$ cat config.mk
export PLATFORM = sky130hd
export DESIGN_NAME = spi_dac_tx_flat
export DESIGN_NICKNAME = d
export VERILOG_FILES = /design/src/rtl/spi_dac_pkg.sv /design/src/rtl/spi_dac_tx_if.sv /design/src/rtl/spi_half_tick.sv /design/src/rtl/spi_dac_tx.sv /design/src/flat_wrapper.sv
export SDC_FILE = /design/constraint.sdc
export NUM_CORES = 1
export LEC_CHECK = 0
export BUFFER_PORTS_ARGS = -buffer_cell sky130_fd_sc_hd__buf_2
export CORE_UTILIZATION = 25
export CTS_CLUSTER_DIAMETER = 120
export DETAILED_ROUTE_END_ITERATION = 16
export HOLD_SLACK_MARGIN = 0.1
export PLACE_DENSITY = 0.49
export SETUP_SLACK_MARGIN = 0.5
export SLEW_MARGIN = 10
export SYNTH_ARGS = -nofsm -noshare
export SYNTH_HDL_FRONTEND = slang
export SYNTH_SLANG_ARGS = --single-unit
$ cat constraint.sdc
create_clock -name clk -period 2.6 [get_ports clk]
set_input_delay 0.13 -clock clk [delete_from_list [all_inputs] [get_ports clk]]
set_output_delay 0.13 -clock clk [all_outputs]
set_load 0.03 [all_outputs]
$ cat src/rtl/spi_dac_pkg.sv
// Shared types and default framing constants for the SPI DAC transmitter;
// word width and timing defaults match the ADC reader in the same domain.
package spi_dac_pkg;

  localparam int WORD_BITS_DEF = 16;
  localparam int CLK_DIV_DEF   = 5;
  localparam int CS_SETUP_DEF  = 4;
  localparam int CS_HOLD_DEF   = 4;
  localparam int CS_GAP_DEF    = 8;

  typedef enum logic [2:0] {IDLE, SETUP, SHIFT, HOLD, GAP} state_e;

  function automatic int max3(input int a, input int b, input int c);
    int m;
    m = (a > b) ? a : b;
    return (m > c) ? m : c;
  endfunction

endpackage

$ cat src/rtl/spi_dac_tx_if.sv
// Load/busy/done handshake from the control loop plus the DAC-facing SPI pins.
interface spi_dac_tx_if import spi_dac_pkg::*; #(
  parameter int WORD_BITS = WORD_BITS_DEF
) ();

  logic [WORD_BITS-1:0] data_in;
  logic                 load;
  logic                 busy;
  logic                 done;
  logic                 cs;
  logic                 sck;
  logic                 mosi;

  modport master (output data_in, load, input busy, done, cs, sck, mosi);
  modport slave  (input data_in, load, output busy, done, cs, sck, mosi);

endinterface

$ cat src/rtl/spi_half_tick.sv
// Free-running SCK half-period tick: pulses every CLK_DIV cycles after a clear.
module spi_half_tick #(
  parameter int CLK_DIV = 5
) (
  input  logic clk,
  input  logic rst,
  input  logic clr_i,
  output logic tick_o
);

  localparam int            CW   = $clog2(CLK_DIV + 1);
  localparam logic [CW-1:0] LAST = CW'(CLK_DIV - 1);

  logic [CW-1:0] cnt_q, cnt_d;

  assign tick_o = (cnt_q == LAST);

  always_comb begin
    cnt_d = cnt_q + CW'(1);
    if (clr_i || tick_o) cnt_d = '0;
  end

  always_ff @(posedge clk) begin
    if (rst) cnt_q <= '0;
    else     cnt_q <= cnt_d;
  end

endmodule

$ cat src/rtl/spi_dac_tx.sv
// SPI mode-2 master that shifts one WORD_BITS word MSB-first to a DAC per load,
// framed by CS setup/hold and a minimum CS-high gap before the next frame.
module spi_dac_tx import spi_dac_pkg::*; #(
  parameter int WORD_BITS = WORD_BITS_DEF,
  parameter int CLK_DIV   = CLK_DIV_DEF,
  parameter int CS_SETUP  = CS_SETUP_DEF,
  parameter int CS_HOLD   = CS_HOLD_DEF,
  parameter int CS_GAP    = CS_GAP_DEF
) (
  input  logic         clk,
  input  logic         rst,
  spi_dac_tx_if.slave  bus
);

  localparam int BIT_W = $clog2(WORD_BITS + 1);
  localparam int PH_W  = $clog2(max3(CS_SETUP, CS_HOLD, CS_GAP) + 1);

  localparam logic [BIT_W-1:0] BIT_LAST   = BIT_W'(WORD_BITS - 1);
  localparam logic [PH_W-1:0]  SETUP_LAST = PH_W'(CS_SETUP - 1);
  localparam logic [PH_W-1:0]  HOLD_LAST  = PH_W'(CS_HOLD - 1);
  localparam logic [PH_W-1:0]  GAP_LAST   = PH_W'(CS_GAP - 1);

  state_e               state_q;
  logic                 cs_q, sck_q, mosi_q, busy_q, done_q;
  logic [WORD_BITS-1:0] sr_q;
  logic [BIT_W-1:0]     bit_q;
  logic [PH_W-1:0]      phase_q;
  logic                 half_tick;

  spi_half_tick #(.CLK_DIV(CLK_DIV)) u_tick (
    .clk    (clk),
    .rst    (rst),
    .clr_i  (state_q != SHIFT),
    .tick_o (half_tick)
  );

  // sr_q holds the bits still to be sent after the one currently on mosi.
  always_ff @(posedge clk) begin
    if (rst) begin
      state_q <= IDLE;
      cs_q    <= 1'b1;
      sck_q   <= 1'b1;
      mosi_q  <= 1'b0;
      busy_q  <= 1'b0;
      done_q  <= 1'b0;
      sr_q    <= '0;
      bit_q   <= '0;
      phase_q <= '0;
    end else begin
      done_q <= 1'b0;
      case (state_q)
        IDLE: begin
          if (bus.load) begin
            state_q <= SETUP;
            cs_q    <= 1'b0;
            busy_q  <= 1'b1;
            mosi_q  <= bus.data_in[WORD_BITS-1];
            sr_q    <= {bus.data_in[WORD_BITS-2:0], 1'b0};
            bit_q   <= '0;
            phase_q <= '0;
          end
        end
        SETUP: begin
          if (phase_q == SETUP_LAST) begin
            state_q <= SHIFT;
            sck_q   <= 1'b0;
            phase_q <= '0;
          end else begin
            phase_q <= phase_q + PH_W'(1);
          end
        end
        SHIFT: begin
          if (half_tick) begin
            if (!sck_q) begin
              sck_q <= 1'b1;
              sr_q  <= {sr_q[WORD_BITS-2:0], 1'b0};
              // The LSB stays on mosi through HOLD.
              if (bit_q != BIT_LAST) mosi_q <= sr_q[WORD_BITS-1];
            end else if (bit_q == BIT_LAST) begin
              state_q <= HOLD;
              bit_q   <= '0;
            end else begin
              sck_q <= 1'b0;
              bit_q <= bit_q + BIT_W'(1);
            end
          end
        end
        HOLD: begin
          if (phase_q == HOLD_LAST) begin
            state_q <= GAP;
            cs_q    <= 1'b1;
            mosi_q  <= 1'b0;
            done_q  <= 1'b1;
            phase_q <= '0;
          end else begin
            phase_q <= phase_q + PH_W'(1);
          end
        end
        GAP: begin
          if (phase_q == GAP_LAST) begin
            state_q <= IDLE;
            busy_q  <= 1'b0;
            phase_q <= '0;
          end else begin
            phase_q <= phase_q + PH_W'(1);
          end
        end
        default: state_q <= IDLE;
      endcase
    end
  end

  assign bus.busy = busy_q;
  assign bus.done = done_q;
  assign bus.cs   = cs_q;
  assign bus.sck  = sck_q;
  assign bus.mosi = mosi_q;

endmodule

$ cat src/flat_wrapper.sv
// flat-port wrapper written by rule: the top's interface ports become plain ports
module spi_dac_tx_flat import spi_dac_pkg::*;
#(
  parameter int WORD_BITS = WORD_BITS_DEF,
  parameter int CLK_DIV   = CLK_DIV_DEF,
  parameter int CS_SETUP  = CS_SETUP_DEF,
  parameter int CS_HOLD   = CS_HOLD_DEF,
  parameter int CS_GAP    = CS_GAP_DEF
)
  (clk, rst, bus_data_in, bus_load, bus_busy, bus_done, bus_cs, bus_sck, bus_mosi);
  spi_dac_tx_if #(.WORD_BITS(WORD_BITS)) bus_i ();
  input  logic clk;
  input  logic rst;
  input wire logic [$bits(bus_i.data_in)-1:0] bus_data_in;
  input wire logic [$bits(bus_i.load)-1:0] bus_load;
  output wire logic [$bits(bus_i.busy)-1:0] bus_busy;
  output wire logic [$bits(bus_i.done)-1:0] bus_done;
  output wire logic [$bits(bus_i.cs)-1:0] bus_cs;
  output wire logic [$bits(bus_i.sck)-1:0] bus_sck;
  output wire logic [$bits(bus_i.mosi)-1:0] bus_mosi;
  assign bus_i.data_in = bus_data_in;
  assign bus_i.load = bus_load;
  assign bus_busy = bus_i.busy;
  assign bus_done = bus_i.done;
  assign bus_cs = bus_i.cs;
  assign bus_sck = bus_i.sck;
  assign bus_mosi = bus_i.mosi;
  spi_dac_tx #(.WORD_BITS(WORD_BITS), .CLK_DIV(CLK_DIV), .CS_SETUP(CS_SETUP), .CS_HOLD(CS_HOLD), .CS_GAP(CS_GAP)) u_core (.clk(clk), .rst(rst), .bus(bus_i));
endmodule
# Word level (Yosys, flattened, before mapping)
# Index checks and enable logic that the tools add are counted.
dict set report word_totals {
  rom_bits 0
  input_bits 19
  wordCells 90
  out_inout_bits 5
  n_memories 0
  ff_bits 36
  latchBits 0
  ramBits 0
}
dict set report classes {
  bitwise 1
  n_lt_le_gt_ge 0
  n_shift 0
  mux 38
  div_mod_pow 0
  n_eq_ne 19
  n_mul 0
  reduce_logical 19
  n_addsub 3
}
# operator count
set op_table {}
lappend op_table {{16-bit two-way mux} 3}
lappend op_table {{16-bit one-hot mux with 2 select lines} 1}
lappend op_table {{3-bit two-way mux} 7}
lappend op_table {{5-bit two-way mux} 4}
lappend op_table {{3-bit one-hot mux with 5 select lines} 1}
lappend op_table {{1-bit two-way mux} 13}
lappend op_table {{4-bit two-way mux} 3}
lappend op_table {{2-bit by 1-bit inequality test with 1-bit output (second input constant)} 6}
lappend op_table {{4-bit one-hot mux with 3 select lines} 1}
lappend op_table {{5-bit one-hot mux with 2 select lines} 1}
lappend op_table {{3-bit AND reduction} 3}
lappend op_table {{4-bit AND reduction} 2}
lappend op_table {{2-bit nonzero test} 4}
lappend op_table {{7-bit AND reduction} 1}
lappend op_table {{3-bit by 2-bit == test with 1-bit output (second input constant)} 2}
lappend op_table {{3-bit == test (second input constant)} 2}
lappend op_table {{2-bit inequality test (second input constant)} 3}
lappend op_table {{1-bit one-hot mux with 2 select lines} 3}
lappend op_table {{6-bit AND reduction} 1}
lappend op_table {{3-bit nonzero test} 2}
lappend op_table {{2-bit OR reduction} 3}
lappend op_table {{5-bit by 1-bit adder with 5-bit output (second input constant)} 1}
lappend op_table {{5-bit by 4-bit == test with 1-bit output (second input constant)} 1}
lappend op_table {{5-bit by 4-bit inequality test with 1-bit output (second input constant)} 1}
lappend op_table {{11 further kinds} 11}

# Longest topological paths before layout
dict set report logic_depth {
  ltp_word 5
  depth_mapped 7
  ltp_nobuf 6
}

# Cells and area by module
# Synthesis repeated with hierarchy kept, for this count alone.
dict set report unflattened {
  hier_cells 197
  hier_area_um2 1761.7
}
# mod cells_each seq_area_each_um2 area_each_um2 instances
set modules_own_cells {}
lappend modules_own_cells {spi_dac_tx 184 640.6 1620.3 1}
lappend modules_own_cells {spi_half_tick 13 60.1 141.4 1}

# Worst setup path before layout
# OpenSTA, ideal clock, no wires.
dict set report synth_timing {
  kind {register to register}
  start {register u_core.sck_q (netlist: u_core.bus.sck)}
  end {register u_core.bit_q[1]}
  required_time_ps 2530
  path_buffers 0
  period_less_slack_ps 1784
  stages_incl_launch_ff 5
  slack_ps 816
  setup_ps 70
  arrival_ps 1713
  cell_sequence {dfxtp_1 -> inv_1 -> a221o_1 -> or4b_1 -> a21oi_1}
}
dict set report synth_between {
  elab_chain_len 2
}
# element line
set synth_lines {}
lappend synth_lines {{start, declared} spi_dac_tx.sv:24} ;# logic cs_q, sck_q, mosi_q, busy_q, done_q;
lappend synth_lines {{start signal, assigned} spi_dac_tx.sv:42} ;# sck_q <= 1'b1;
lappend synth_lines {{start signal, assigned} spi_dac_tx.sv:66} ;# sck_q <= 1'b0;
lappend synth_lines {{start signal, assigned} spi_dac_tx.sv:75} ;# sck_q <= 1'b1;
lappend synth_lines {{2-bit by 1-bit inequality test with 1-bit output (no line)} n/a}
lappend synth_lines {{4-bit AND reduction (no line)} n/a}
lappend synth_lines {{end signal, assigned} spi_dac_tx.sv:84} ;# bit_q <= bit_q + BIT_W'(1);
lappend synth_lines {{end, declared} spi_dac_tx.sv:26} ;# logic [BIT_W-1:0] bit_q;
# No other way between the ends.
# A chain may end at the register's enable or synchronous reset.

# Worst setup path after layout
dict set report layout_timing {
  start {register u_core.u_tick.cnt_q[0]}
  end {register u_core.bit_q[1]}
}
dict set report layout_between {
  elab_chain_len 3
}
# element line
set layout_lines {}
lappend layout_lines {{start, declared} spi_half_tick.sv:14} ;# logic [CW-1:0] cnt_q, cnt_d;
lappend layout_lines {{start signal, assigned} spi_half_tick.sv:25} ;# else cnt_q <= cnt_d;
lappend layout_lines {{3-bit == test} spi_half_tick.sv:16} ;# assign tick_o = (cnt_q == LAST);
lappend layout_lines {{2-bit inequality test (no line)} n/a}
lappend layout_lines {{4-bit AND reduction (no line)} n/a}
# No other way between the ends.

==> flow_metrics.py <==
metrics = {
    "routing": {
        "drc": 2,
        "vias": 1535,
        "wl_microns": 3790,
        "drtIter0Drc": 127,
        "final_antenna_net_count": 0,
        "wl_per_cell_microns": 12.4,
        "routed_via_density": 5.00,
        "first_pass_iters": 10,
    },
    "clock_network": {
        "ctsResizeCount": 0,
        "clk_path_buf_depth": 2,
        "cts_tree": "built",
        "clkTransAtPathRegs_ns": 0.07,
        "h-tree-depth": 2,
        "clockRootBuffer": "clkbuf_8",
        "clock_sinks": 35,
        "clock_latency_ns": 0.29,
        "cts_inserted_buffers": 5,
    },
    "logic_synthesis": {
        "ys_ff_latch": 35,
        "synth.net_count": 231,
        "yosysUniqueCellTypes": 42,
        "syn_avg_cell_area_sq_um": 8.13,
        "synth_edf_count": 0,
        "seq_area_frac_synth": 0.414,
        "ys.flop_type": "dfxtp_1",
        "synthesis.area_sq_um": 1690,
        "ys_warn_count": 0,
        "syn_inst": 208,
        "async_flop_share": 0,
    },
    "finish": {
        "drive_above_1_share": 0.165,
        "nNetsFinal": 252,
        "mostFrequentLayoutCells": "35 x dfxtp_1, 27 x nor2_1, 23 x nand2_1, 23 x buf_2, 18 x nand3_1",
        "fillerInstances": 712,
        "area_growth_pct": 16.9,
        "multi_input_area_sq_um": 910,
        "layout_commonest_cell": "dfxtp_1",
        "diodes": 0,
        "seq_area_sq_um": 701,
    },
    "timing": {
        "fmax_ghz": 0.514,
        "setup_viol": 0,
        "worst_pin_slew_ns": 0.626,
        "fin_crit_ns": 1.95,
        "fin_skew_ns": 0.00513,
        "finalHoldViolCount": 0,
        "finalMaxSlewViolations": 0,
        "max_slew_margin": 0.582,
        "post-route-period-util": 0.748,
        "tns_ns": 0,
        "rsz0062_at_grt": "no",
    },
    "critical_path": {
        "worstPathRequired_ns": 2.82,
        "path_class": "flip-flop to flip-flop",
        "path_cells": "inv_1, ha_1, nand3_2, a221o_1, or4b_1, a21oi_1",
        "slowest_stage": "or4b_1",
        "crit_end": "u_core.bit_q[1]",
        "start_kind": "flip-flop",
        "crit_path_end_kind": "flip-flop",
        "reg2reg_from": "u_core.u_tick.cnt_q[0]",
        "cp_max_fo": 9,
        "setup.worst_path.start": "u_core.u_tick.cnt_q[0]",
        "cp.buffers_inverters": 1,
        "reg2reg_slack_ns": 0.65,
        "worst-r2r-cell-count": 6,
        "critical_path.top_delay_family": "simple AND/OR/NAND/NOR gates",
        "cp.depth": 6,
        "crit_path_max_incr_delay_ns": 0.55,
        "critPathArrivalTime_ns": 2.16,
        "rr_endpoint": "u_core.bit_q[1]",
    },
    "floorplanning": {
        "dieArea_sq_um": 7100,
        "io_pins": 24,
        "core_area_sq_um": 6460,
        "die_h_microns": 84.3,
        "fp-row-count": 29,
        "die_w_microns": 84.3,
        "initial_core_util": 0.262,
    },
    "flow_run": {
        "cap_violations": 0,
    },
    "placed_design": {
        "place_hpwl_microns": 2500,
        "place_congestion": 0.724,
        "portBuffers": 23,
    },
    "power_and_ir_drop": {
        "p_leak_nw": 0.762,
        "p_total_mw": 1.11,
        "powerDensity_nw_per_um2": 559,
        "irDropWorstVdd_uv": 236,
    },
    "global_routing": {
        "grt_max_degree": 35,
        "grt_overflow": 0,
        "grt_pass1_vias": 1473,
        "grtUsageTotal": 0.118,
        "grt_pass1_wl_microns": 6780,
        "antenna_found_initial": 0,
    },
    "run_status": {
        "status": "finished with violations",
        "violations": "DRC",
    },
    "hold_path": {
        "hold_class": "input pin to flip-flop",
    },
}
## final cells by class
| type | count | share of cell area |
|---|---|---|
| Clock buffer | 7 | 0.0386 |
| Clock inverter | 1 | 0.00253 |
| Inverter | 4 | 0.00759 |
| Multi-Input combinational cell | 153 | 0.460 |
| Sequential cell | 35 | 0.354 |
| Tap cell | 77 | 0.0487 |
| Timing Repair Buffer | 30 | 0.0886 |
## per-stage QoR
| stage | area, sq um | hold slack [ns] | utilization | std cells | setup slack, ns |
|---|---|---|---|---|---|
| after CTS | 1980 | 0.101 | 0.306 | 307 | 0.636 |
| final | 1980 | 0.107 | 0.306 | 307 | 0.655 |
| after detailed placement | 1870 | 0.405 | 0.289 | 296 | 0.666 |
| after global routing | 1980 | 0.112 | 0.306 | 307 | 0.505 |
| after floorplan | 1690 | 0.292 | - | 208 | 0.816 |
| after global placement | 1870 | 0.399 | 0.289 | 296 | 0.694 |
## cell usage after synthesis (2+ instances only)
cell | instances | share of area
o21ai_0 | 7 | 0.021
a31oi_1 | 2 | 0.0074
o31ai_1 | 2 | 0.0089
or4_1 | 4 | 0.018
nand3b_1 | 2 | 0.0089
nand3_1 | 18 | 0.053
clkbuf_1 | 13 | 0.029
nor3b_1 | 4 | 0.018
nand2b_1 | 4 | 0.015
a221o_1 | 2 | 0.012
inv_1 | 4 | 0.0089
a21oi_1 | 14 | 0.041
mux2i_1 | 2 | 0.012
nor3_1 | 3 | 0.0089
dfxtp_1 | 35 | 0.41
ha_1 | 4 | 0.030
nor2_1 | 27 | 0.060
a311oi_1 | 14 | 0.072
and3_1 | 2 | 0.0074
nand2_1 | 23 | 0.051
## tightest hold or removal path, stage by stage
cell and delay [ns]:
buf_2 0.10, nand2_1 0.04, a311oi_1 0.08
## worst min-delay path by stage
stage,cells after the start,slack (ns),to,startpoint
global route,3,0.11,u_core.sr_q[1],bus_data_in[0]
CTS,3,0.10,u_core.sr_q[5],bus_data_in[4]
finish,3,0.11,u_core.sr_q[2],bus_data_in[1]
floorplan,2,0.29,u_core.sr_q[10],bus_data_in[9]
global placement,3,0.40,u_core.sr_q[7],bus_data_in[6]
detailed placement,3,0.40,u_core.sr_q[7],bus_data_in[6]
## registers in the layout, summed over array words and instances, names as in the netlist, 3 cells and up
signal	cells
u_core.bit_q	5
u_core.phase_q	4
u_core.sr_q	15
u_core.state_q	3
u_core.u_tick.cnt_q	3
## kinds of logic after synthesis
| family | count (synthesis) | synth area share |
|---|---|---|
| and+or+nand+nor | 97 | 0.288 |
| adders and majority gates | 4 | 0.0296 |
| buffers and inverters | 20 | 0.0518 |
| xor gates and xnor gates | 2 | 0.0104 |
| DFF | 35 | 0.414 |
| muxes | 2 | 0.0118 |
| AOI/OAI and AO/OA | 48 | 0.195 |
## power by group
group | internal, mW | switching [mW] | leakage (nW)
sequential | 0.566 | 0.0188 | 0.287
clock | 0.188 | 0.194 | 0.0422
combinational | 0.0589 | 0.0807 | 0.433
total | 0.813 | 0.294 | 0.762
## per-layer routing
layer  part of all wire  GRT usage  up-vias
met5                  0          0        -
li1                   -          -      790
met3              0.043     0.0315        7
met1               0.51      0.152      707
met4              0.015     0.0517        0
met2               0.43      0.186       31
## what timing repair did
item                      CTS  global route
buffers inserted            0             0
hold buffers                3             0
hold endpoints to repair    3             0
(Power assumes the default switching activity.)
